File: config.mk
export PLATFORM = sky130hd
export DESIGN_NAME = magma_block_engine
export DESIGN_NICKNAME = d
export VERILOG_FILES = /design/src/rtl/magma_block_engine.sv
export SDC_FILE = /design/constraint.sdc
export NUM_CORES = 1
export LEC_CHECK = 0
export CAP_MARGIN = 20
export CORE_ASPECT_RATIO = 0.7
export CORE_UTILIZATION = 56
export CTS_CLUSTER_SIZE = 40
export DETAILED_ROUTE_END_ITERATION = 6
export GPL_ROUTABILITY_DRIVEN = 1
export GPL_TIMING_DRIVEN = 0
export PLACE_DENSITY = 0.83
export SLEW_MARGIN = 20
export SYNTH_ARGS = -nofsm -noshare
export SYNTH_HDL_FRONTEND = slang
export SYNTH_SLANG_ARGS = --single-unit
File: constraint.sdc
create_clock -name clk -period 10 [get_ports clk]
set_input_delay 2 -clock clk [delete_from_list [all_inputs] [get_ports clk]]
set_output_delay 2 -clock clk [all_outputs]
set_load 0.03 [all_outputs]
File: src/rtl/magma_block_engine.sv
// magma_block_engine: iterative GOST R 34.12-2015 "Magma" engine.
// Processes BLOCKS independent 64-bit blocks (ECB), one Feistel round per
// clock, and presents the packed result with a one-cycle done pulse.
// Optional feature macro: MAGMA_DECRYPT_EN (when defined, the decrypt input
// selects the reversed key schedule; otherwise the engine always encrypts).
module magma_block_engine #(
  parameter int BLOCKS = 2,
  parameter int ROUNDS = 32
) (
  input  logic                  clk,
  input  logic                  reset,
  input  logic                  start,
  input  logic                  decrypt,
  input  logic [64*BLOCKS-1:0]  data_in,
  input  logic [255:0]          key,
  output logic [64*BLOCKS-1:0]  data_out,
  output logic                  done,
  output logic                  busy
);

  localparam int DW = 64 * BLOCKS;
  localparam int BW = (BLOCKS > 1) ? $clog2(BLOCKS) : 1;

  // Eight 4-bit substitution tables pi_0..pi_7; nibble i of the word uses pi_i.
  localparam logic [3:0] SBOX [8][16] = '{
    '{4'd12, 4'd4,  4'd6,  4'd2,  4'd10, 4'd5,  4'd11, 4'd9,  4'd14, 4'd8,  4'd13, 4'd7,  4'd0,  4'd3,  4'd15, 4'd1},
    '{4'd6,  4'd8,  4'd2,  4'd3,  4'd9,  4'd10, 4'd5,  4'd12, 4'd1,  4'd14, 4'd4,  4'd7,  4'd11, 4'd13, 4'd0,  4'd15},
    '{4'd11, 4'd3,  4'd5,  4'd8,  4'd2,  4'd15, 4'd10, 4'd13, 4'd14, 4'd1,  4'd7,  4'd4,  4'd12, 4'd9,  4'd6,  4'd0},
    '{4'd12, 4'd8,  4'd2,  4'd1,  4'd13, 4'd4,  4'd15, 4'd6,  4'd7,  4'd0,  4'd10, 4'd5,  4'd3,  4'd14, 4'd9,  4'd11},
    '{4'd7,  4'd15, 4'd5,  4'd10, 4'd8,  4'd1,  4'd6,  4'd13, 4'd0,  4'd9,  4'd3,  4'd14, 4'd11, 4'd4,  4'd2,  4'd12},
    '{4'd5,  4'd13, 4'd15, 4'd6,  4'd9,  4'd2,  4'd12, 4'd10, 4'd11, 4'd7,  4'd8,  4'd1,  4'd4,  4'd3,  4'd14, 4'd0},
    '{4'd8,  4'd14, 4'd2,  4'd5,  4'd6,  4'd9,  4'd1,  4'd12, 4'd15, 4'd4,  4'd11, 4'd0,  4'd13, 4'd10, 4'd3,  4'd7},
    '{4'd1,  4'd7,  4'd14, 4'd13, 4'd0,  4'd5,  4'd8,  4'd3,  4'd4,  4'd15, 4'd10, 4'd6,  4'd9,  4'd12, 4'd11, 4'd2}
  };

  // Round function g(k,x) = S(x + k mod 2^32) <<< 11.
  function automatic logic [31:0] g_fn(input logic [31:0] k, input logic [31:0] x);
    logic [31:0] t;
    logic [31:0] s;
    t = x + k;
    s = 32'd0;
    for (int i = 0; i < 8; i++) begin
      s[4*i +: 4] = SBOX[i][t[4*i +: 4]];
    end
    return {s[20:0], s[31:21]};
  endfunction

  typedef enum logic [0:0] {S_IDLE = 1'b0, S_RUN = 1'b1} state_t;

  state_t          state_q, state_d;
  logic [31:0]     a1_q, a1_d, a0_q, a0_d;
  logic [5:0]      round_q, round_d;
  logic [BW-1:0]   blk_q, blk_d;
  logic [DW-1:0]   din_q, din_d;
  logic [DW-1:0]   hold_q, hold_d;
  logic [DW-1:0]   dout_q, dout_d;
  logic [255:0]    key_q, key_d;
  logic            done_q, done_d;
  logic            busy_q, busy_d;
  logic [2:0]      kidx_s;
  logic [31:0]     rk_s;
  logic [31:0]     g_s;
  logic            last_round_s;
  logic            last_blk_s;
  logic [DW-1:0]   hold_upd_s;
`ifdef MAGMA_DECRYPT_EN
  logic            dec_q, dec_d;
`else
  logic            unused_decrypt_s;
  assign unused_decrypt_s = decrypt;
`endif

  assign last_round_s = (round_q == 6'(ROUNDS - 1));
  assign last_blk_s   = (blk_q == BW'(BLOCKS - 1));
  assign rk_s         = key_q[32*(7 - int'(kidx_s)) +: 32];
  assign g_s          = g_fn(rk_s, a0_q);

  // Key-schedule index: forward K1..K8 sweeps, then K8..K1 in the tail.
  always_comb begin
    kidx_s = 3'd0;
`ifdef MAGMA_DECRYPT_EN
    if (dec_q) begin
      kidx_s = (round_q < 6'd8) ? round_q[2:0] : ~round_q[2:0];
    end else begin
      kidx_s = (round_q < 6'd24) ? round_q[2:0] : ~round_q[2:0];
    end
`else
    kidx_s = (round_q < 6'd24) ? round_q[2:0] : ~round_q[2:0];
`endif
  end

  // Hold buffer with the current block's final-round result merged in.
  always_comb begin
    hold_upd_s = hold_q;
    hold_upd_s[64*int'(blk_q) +: 64] = {g_s ^ a1_q, a0_q};
  end

  // State register plus datapath and registered outputs.
  always_ff @(posedge clk) begin
    if (!reset) begin
      state_q <= S_IDLE;
      a1_q    <= 32'd0;
      a0_q    <= 32'd0;
      round_q <= 6'd0;
      blk_q   <= '0;
      din_q   <= '0;
      hold_q  <= '0;
      dout_q  <= '0;
      key_q   <= 256'd0;
      done_q  <= 1'b0;
      busy_q  <= 1'b0;
`ifdef MAGMA_DECRYPT_EN
      dec_q   <= 1'b0;
`endif
    end else begin
      state_q <= state_d;
      a1_q    <= a1_d;
      a0_q    <= a0_d;
      round_q <= round_d;
      blk_q   <= blk_d;
      din_q   <= din_d;
      hold_q  <= hold_d;
      dout_q  <= dout_d;
      key_q   <= key_d;
      done_q  <= done_d;
      busy_q  <= busy_d;
`ifdef MAGMA_DECRYPT_EN
      dec_q   <= dec_d;
`endif
    end
  end

  // Next-state: IDLE accepts start; RUN ends after the last round of the last block.
  always_comb begin
    state_d = state_q;
    case (state_q)
      S_IDLE: begin
        if (start) begin
          state_d = S_RUN;
        end else begin
          state_d = S_IDLE;
        end
      end
      S_RUN: begin
        if (last_round_s && last_blk_s) begin
          state_d = S_IDLE;
        end else begin
          state_d = S_RUN;
        end
      end
      default: state_d = S_IDLE;
    endcase
  end

  // Datapath/output next values: latch on start, one round per cycle in RUN.
  always_comb begin
    a1_d    = a1_q;
    a0_d    = a0_q;
    round_d = round_q;
    blk_d   = blk_q;
    din_d   = din_q;
    hold_d  = hold_q;
    dout_d  = dout_q;
    key_d   = key_q;
    done_d  = 1'b0;
    busy_d  = (state_d == S_RUN);
`ifdef MAGMA_DECRYPT_EN
    dec_d   = dec_q;
`endif
    case (state_q)
      S_IDLE: begin
        if (start) begin
          din_d   = data_in;
          key_d   = key;
          a1_d    = data_in[63:32];
          a0_d    = data_in[31:0];
          round_d = 6'd0;
          blk_d   = '0;
`ifdef MAGMA_DECRYPT_EN
          dec_d   = decrypt;
`endif
        end else begin
          round_d = round_q;
        end
      end
      S_RUN: begin
        if (last_round_s) begin
          // Final round has no swap; its result goes to this block's slot.
          hold_d = hold_upd_s;
          if (last_blk_s) begin
            dout_d = hold_upd_s;
            done_d = 1'b1;
          end else begin
            // Chain straight into the next block with no idle cycle.
            blk_d   = blk_q + BW'(1);
            round_d = 6'd0;
            a1_d    = din_q[64*(int'(blk_q) + 1) + 32 +: 32];
            a0_d    = din_q[64*(int'(blk_q) + 1) +: 32];
          end
        end else begin
          a1_d    = a0_q;
          a0_d    = g_s ^ a1_q;
          round_d = round_q + 6'd1;
        end
      end
      default: begin
        done_d = 1'b0;
      end
    endcase
  end

  assign data_out = dout_q;
  assign done     = done_q;
  assign busy     = busy_q;

endmodule

* Yosys cells after proc, flatten, opt, wreduce, memory -nomap -nowiden *
Memory sizes are Yosys's and may differ from the RTL's.
Index checks and enable logic that the tools add are counted.

storage, ports and cells
  flip-flop bits (word level) = 713
  bits in read-only memories = 512
  memories kept = 8

cells by class
  reductions and logical operators = 7
  mux-type cells = 38
  add/sub/neg operators = 7
  bitwise logic cells = 11
  shift-type cells = 5
  equality and inequality tests = 4
  order comparisons = 9

memories
  name             depth  width  read ports  clocked after Yosys merged registers in  write ports  RTL line  source
  (no name shown)  16     4      1           0                                        0            43        s[4*i +: 4] = SBOX[i][t[4*i +: 4]];
  (no name shown)  16     4      1           0                                        0            43
  (no name shown)  16     4      1           0                                        0            43
  (no name shown)  16     4      1           0                                        0            43
  (no name shown)  16     4      1           0                                        0            43
  (no name shown)  16     4      1           0                                        0            43
  +2 memories      --     --     --          --                                       --           --

operators by type and width
  cell                       number
  $shiftx 256x9->32          1
  $mux 32                    6
  $bwmux 128                 1
  $pmux 32 s2                2
  $shift 64x33->128 const A  1
  $shiftx 128x32->32         1
  $shiftx 128x9->32          1
  $shiftx 64x33->128         1
  $mux 4                     16
  $ge 5x5->1 const B         8
  $not 4->5                  8
  $neg 7->33                 1
  $add 32x32->32             1
  $add 32x7->32 const B      1
  $xor 32x32->32             1
  $mux 6                     3
  $pmux 6 s2                 1
  $reduce_and 2->1           4
  $add 6x1->6 const B        1
  $eq 6x5->1 const B         1
  $lt 6x5->1 const B         1
  $mux 1                     6
  $reduce_and 3->1           2
  $pmux 1 s2                 2
  10 further kinds           10

* Longest topological paths before layout *
  word-level depth = 12
  gate-level depth with buffers = 21

* Worst setup path after synthesis *
No wires, ideal clock.

  path type = flip-flop to flip-flop
  start = reg round_q[4]
  end = reg dout_q[104], in the netlist data_out[104]
  arrival = 5450 ps
  path buffers = 2
  slack = 4433 ps
  data required time = 9883 ps
  stages on the path, launching flop included = 21
  setup time = 117 ps
  cell sequence = dfxtp_1 buf_2 a21oi_2 xnor2_1 clkbuf_1 mux4_2 mux2_2 ha_1 fa_1 a21o_1 a31o_2 nand3_1 nand2_1 a211oi_1 xnor2_1 inv_1 ha_1 mux2_2 o21ai_1 xnor2_1 a22o_1

on the way
  longest elaborated chain between the ends = 12
  elaborated cells between the ends (all ways) = 42
  those cells by class = add/sub (2); order compare (1); eq/ne (1); shift (2); mux (18); bitwise (9); reduce/logical (1); memory (8)

ends and longest elaborated chain
  element                                     RTL line  source
  start, declared                             52        logic [5:0] round_q, round_d;
  start signal, assigned                      119       round_q <= round_d;
  $lt 6x5->1                                  88        kidx_s = (round_q < 6'd24) ? round_q[2:0] : ~round_q[2:0];
  $mux 3                                      88
  $sub 3x3->4                                 75        assign rk_s = key_q[32*(7 - int'(kidx_s)) +: 32];
  $shiftx 256x9->32                           75
  $add 32x32->32                              40        t = x + k;
  $not 4->5 (implied by the code)             43
  $mem_v2 16x4                                --
  $mux 4 (implied by the code) (2 in series)  43
  $xor 32x32->32                              95        hold_upd_s[64*int'(blk_q) +: 64] = {g_s ^ a1_q, a0_q};
  $shiftx 64x33->128                          95
  $bwmux 128                                  95
  end signal, assigned                        123       dout_q <= dout_d;
  end, declared                               56        logic [DW-1:0] dout_q, dout_d;

Several ways; a longest one is shown, not always the timed one. The select of a mux whose other input is x is not followed.
A chain may end at the register's enable or synchronous reset.

* Final worst setup path *
  start = reg round_q[1]
  end = reg a0_q[21]

on the way
  longest elaborated chain between the ends = 12
  elaborated cells between the ends (all ways) = 16
  those cells by class = add/sub (2); order compare (1); eq/ne (2); shift (1); mux (5); bitwise (3); reduce/logical (1); memory (1)

ends and longest elaborated chain
  element                                     RTL line  source
  $lt 6x5->1 or $not 3->3 (tied branches)     88
  $mux 3                                      88
  $sub 3x3->4                                 75
  $shiftx 256x9->32                           75
  $add 32x32->32                              40
  $not 4->5 (implied by the code)             43
  $mem_v2 16x4                                --
  $mux 4 (implied by the code) (2 in series)  43
  $xor 32x32->32                              202       a0_d = g_s ^ a1_q;
  $mux 32                                     187       if (last_round_s) begin
  $pmux 32 s2                                 170       case (state_q)
  end signal, assigned                        103       a0_q <= 32'd0;
  end signal, assigned                        118       a0_q <= a0_d;
  end, declared                               51        logic [31:0] a1_q, a1_d, a0_q, a0_d;

Several ways; a longest one is shown, not always the timed one. The select of a mux whose other input is x is not followed.

==> impl_metrics.tcl <==
set metrics [dict create \
    synthTopCellsByArea "dfxtp_1 44%, nand2_1 14%, a21oi_1 11%" \
    die_area_um2 48960 \
    worst-path-buf-inv 3 \
    vias 28439 \
    post_cts_resized 0 \
    synth_cells 3336 \
    relSlewSlack_pct 16.19 \
    worstMarginPinSlew_ps 1253 \
    cts_root_buf "clkbuf_16" \
    antenna_found_initial 14 \
    first_iter_violations 3806 \
    finalCriticalPeriod_ps 7577 \
    cp_data_required_time_ps 10520 \
    dr.max_layer_used "met5" \
    ios 518 \
    clk_pin_slew_ps 70 \
    yosysSeqAreaShare_pct 43.51 \
    track_usage_pct 44.62 \
    grt_pass1_vias 25863 \
    drt_pass1_iterations 6 \
    met2_length_mm 44.88 \
    p_leak_nw 12.67 \
    startpoint_type "flip-flop" \
    async_reset_ff_share_pct 0 \
    initial_core_util_pct 57.39 \
    path_class "reg2reg" \
    report.final.slew_viol_count 0 \
    nets 4366 \
    place_congestion 1.085 \
    ant_nets 0 \
    cts_tree "yes" \
    cp_top_family "compound AO/OA/AOI/OAI gates" \
    ys_seq_elements 585 \
    finalPower_mw 6.171 \
    synth.distinct_cells 87 \
    synth_common_cells "987 x nand2_1, 601 x a21oi_1, 585 x dfxtp_1" \
    drt_wl_total_mm 112.4 \
    yosysMostFrequentCell "nand2_1" \
    preCtsSetupSlack_ps 2383 \
    setup_viol 0 \
    fillers 3599 \
    met1Wirelength_mm 44.29 \
    postCtsSetupRepairBufs 0 \
    critPathCaptureType "flip-flop" \
    cts_buffers 53 \
    portBuffers 516 \
    powerDensity_nw_per_um2 177.4 \
    rsz0062_at_grt "false" \
    areaGrowthSynthToFinish_pct 29.21 \
    dieHeight_um 185.4 \
    synth-edff-count 0 \
    grt_overflow 0 \
    die_x_um 264.0 \
    worst_path_max_delay_cell "xnor2_1" \
    vias_per_cell 6.219 \
    cts_hold_buffers 0 \
    postSynthNetCount 3795 \
    cts_sinks 585 \
    slowest_delay_ps 950 \
    synth_top_area_cell "dfxtp_1" \
    finalHoldViolCount 0 \
    max-cap-violations 0 \
    crit_chain "clkbuf_1 > xnor2_1 > clkbuf_1 > mux4_2 > mux2_2 > ha_1 > nand3_1 > o211ai_1 > a21o_1 > a21oi_1 > o311ai_0 > inv_1 > ha_1 > or3_1 > a21oi_1 > a311oi_1 > xnor2_1 > o21ai_0 > o211a_1" \
    core_um2 46910 \
    drc_errors 0 \
    wl_per_cell_um 24.57 \
    cts_buffer_depth 3 \
    hp-class "reg2reg" \
    synth.cell_area_um2 26920 \
    finClkSkew_ps 27.46 \
    layout-drive-gt1-share_pct 5.926 \
    setup_ws_ps 2423 \
    outcome "finished clean" \
    syn_area_per_cell_um2 8.069 \
    h-tree-depth 2 \
    cp_max_fo 10 \
    cp.arrival_ps 8100 \
    finalCritPeriodShare_pct 75.77 \
    clock.fmax_ghz 0.1320 \
    synth-warning-count 0 \
    insertion_delay_ps 620 \
    rows 66 \
    wl_met3_mm 17.92 \
    hpwl_mm 87.11 \
    tns_ps 0 \
    grt_max_degree 17 \
    ir_worst_vdd_uv 159.9 \
    grt_pass1_wl_mm 160.8 \
    synth_top_area_share_pct 43.51 \
    synth-main-ff-cell "dfxtp_1" \
]
-- path summary, 6_finish.rpt --
check / start / endpoint / slack (ps) / depth (start not counted)
worst max-delay path: round_q[1] / a0_q[21] / 2420 / 19
worst min-delay path: data_out[105] / data_out[105] / 440 / 2
worst max register to register: round_q[1] / a0_q[21] / 2420 / 19
worst min register to register: data_out[105] / data_out[105] / 440 / 2
-- flip-flops by register name (all words and copies together), names as in the netlist --
register,cells
round_q,6
blk_q,1
a0_q,32
din_q,64
a1_q,32
done,1
hold_q,64
key_q,256
data_out,128
busy,1
-- worst register-to-register path, stage by stage, from the launching register on --
cell and delay [ps]:
dfxtp_1 370, clkbuf_1 260, xnor2_1 950, clkbuf_1 700, mux4_2 490, mux2_2 330, ha_1 390, nand3_1 100
o211ai_1 400, a21o_1 210, a21oi_1 90, o311ai_0 820, inv_1 250, ha_1 270, or3_1 370, a21oi_1 130
a311oi_1 70, xnor2_1 910, o21ai_0 220, o211a_1 170
-- metrics by stage --
stage / util (%) / std cells / instance area (um^2) / hold WS [ps]
final: 74.15 / 4573 / 34780 / 445.0
after global routing: 74.12 / 4568 / 34770 / 465.7
after CTS: 74.07 / 4561 / 34740 / 443.0
after detailed placement: 70.03 / 4464 / 32850 / 432.0
after global placement: 70.03 / 4464 / 32850 / 435.8
after floorplan: - / 3336 / 26920 / 428.8
-- routing by layer --
layer | vias to the layer above | GRT usage [%]
met3 | 333 | 17.77
met5 | - | 0
met2 | 2025 | 61.67
li1 | 12624 | -
met4 | 8 | 18.65
met1 | 13449 | 61.27
-- report_power, final --
part / internal [mW] / total (mW) / leakage (nW) / switching, mW
Clock: 1.26 / 2.23 / 0.929 / 0.964
Sequential: 2.43 / 2.58 / 4.78 / 0.145
Combinational: 0.509 / 1.36 / 6.96 / 0.854
-- cell type report --
cell class / instances / area, um^2 / area share (%)
antenna: 12 / 30.03 / 0.08634
buffer: 261 / 1041 / 2.993
clock buffer: 71 / 1534 / 4.411
clock inverter: 26 / 357.8 / 1.029
inverter: 38 / 142.6 / 0.4101
multi-input combinational: 2452 / 14030 / 40.34
sequential: 585 / 11710 / 33.67
tap: 612 / 765.7 / 2.202
timing repair buffer: 516 / 5165 / 14.85
-- cell usage in the layout, fill, tap and decap left out, drive strengths merged, types with 12 or more instances in the layout --
master | netlist | layout
a221oi | 23 | 23
a211oi | 51 | 51
nor3 | 26 | 26
clkinv | 0 | 13
nand2 | 987 | 987
nor2 | 153 | 153
xor2 | 18 | 18
o21ai | 96 | 96
buf | 17 | 17
xnor2 | 38 | 38
a21oi | 602 | 602
mux4 | 70 | 70
or3 | 13 | 13
nor3b | 37 | 37
clkdlybuf4s50 | 0 | 516
clkbuf | 243 | 314
dfxtp | 585 | 585
diode | 0 | 12
mux2 | 37 | 37
nand3 | 30 | 30
ha | 70 | 70
inv | 38 | 41
mux2i | 18 | 18
-- cell families after synthesis --
kind of cell	share of synthesized area, %
muxes	8.074
xor gates and xnor gates	1.822
DFF	43.51
adders and majority gates	3.403
buffers and inverters	4.393
and+or+nand+nor	20.10
AOI/OAI and AO/OA	18.70
Power figures use the tool's default switching activity.
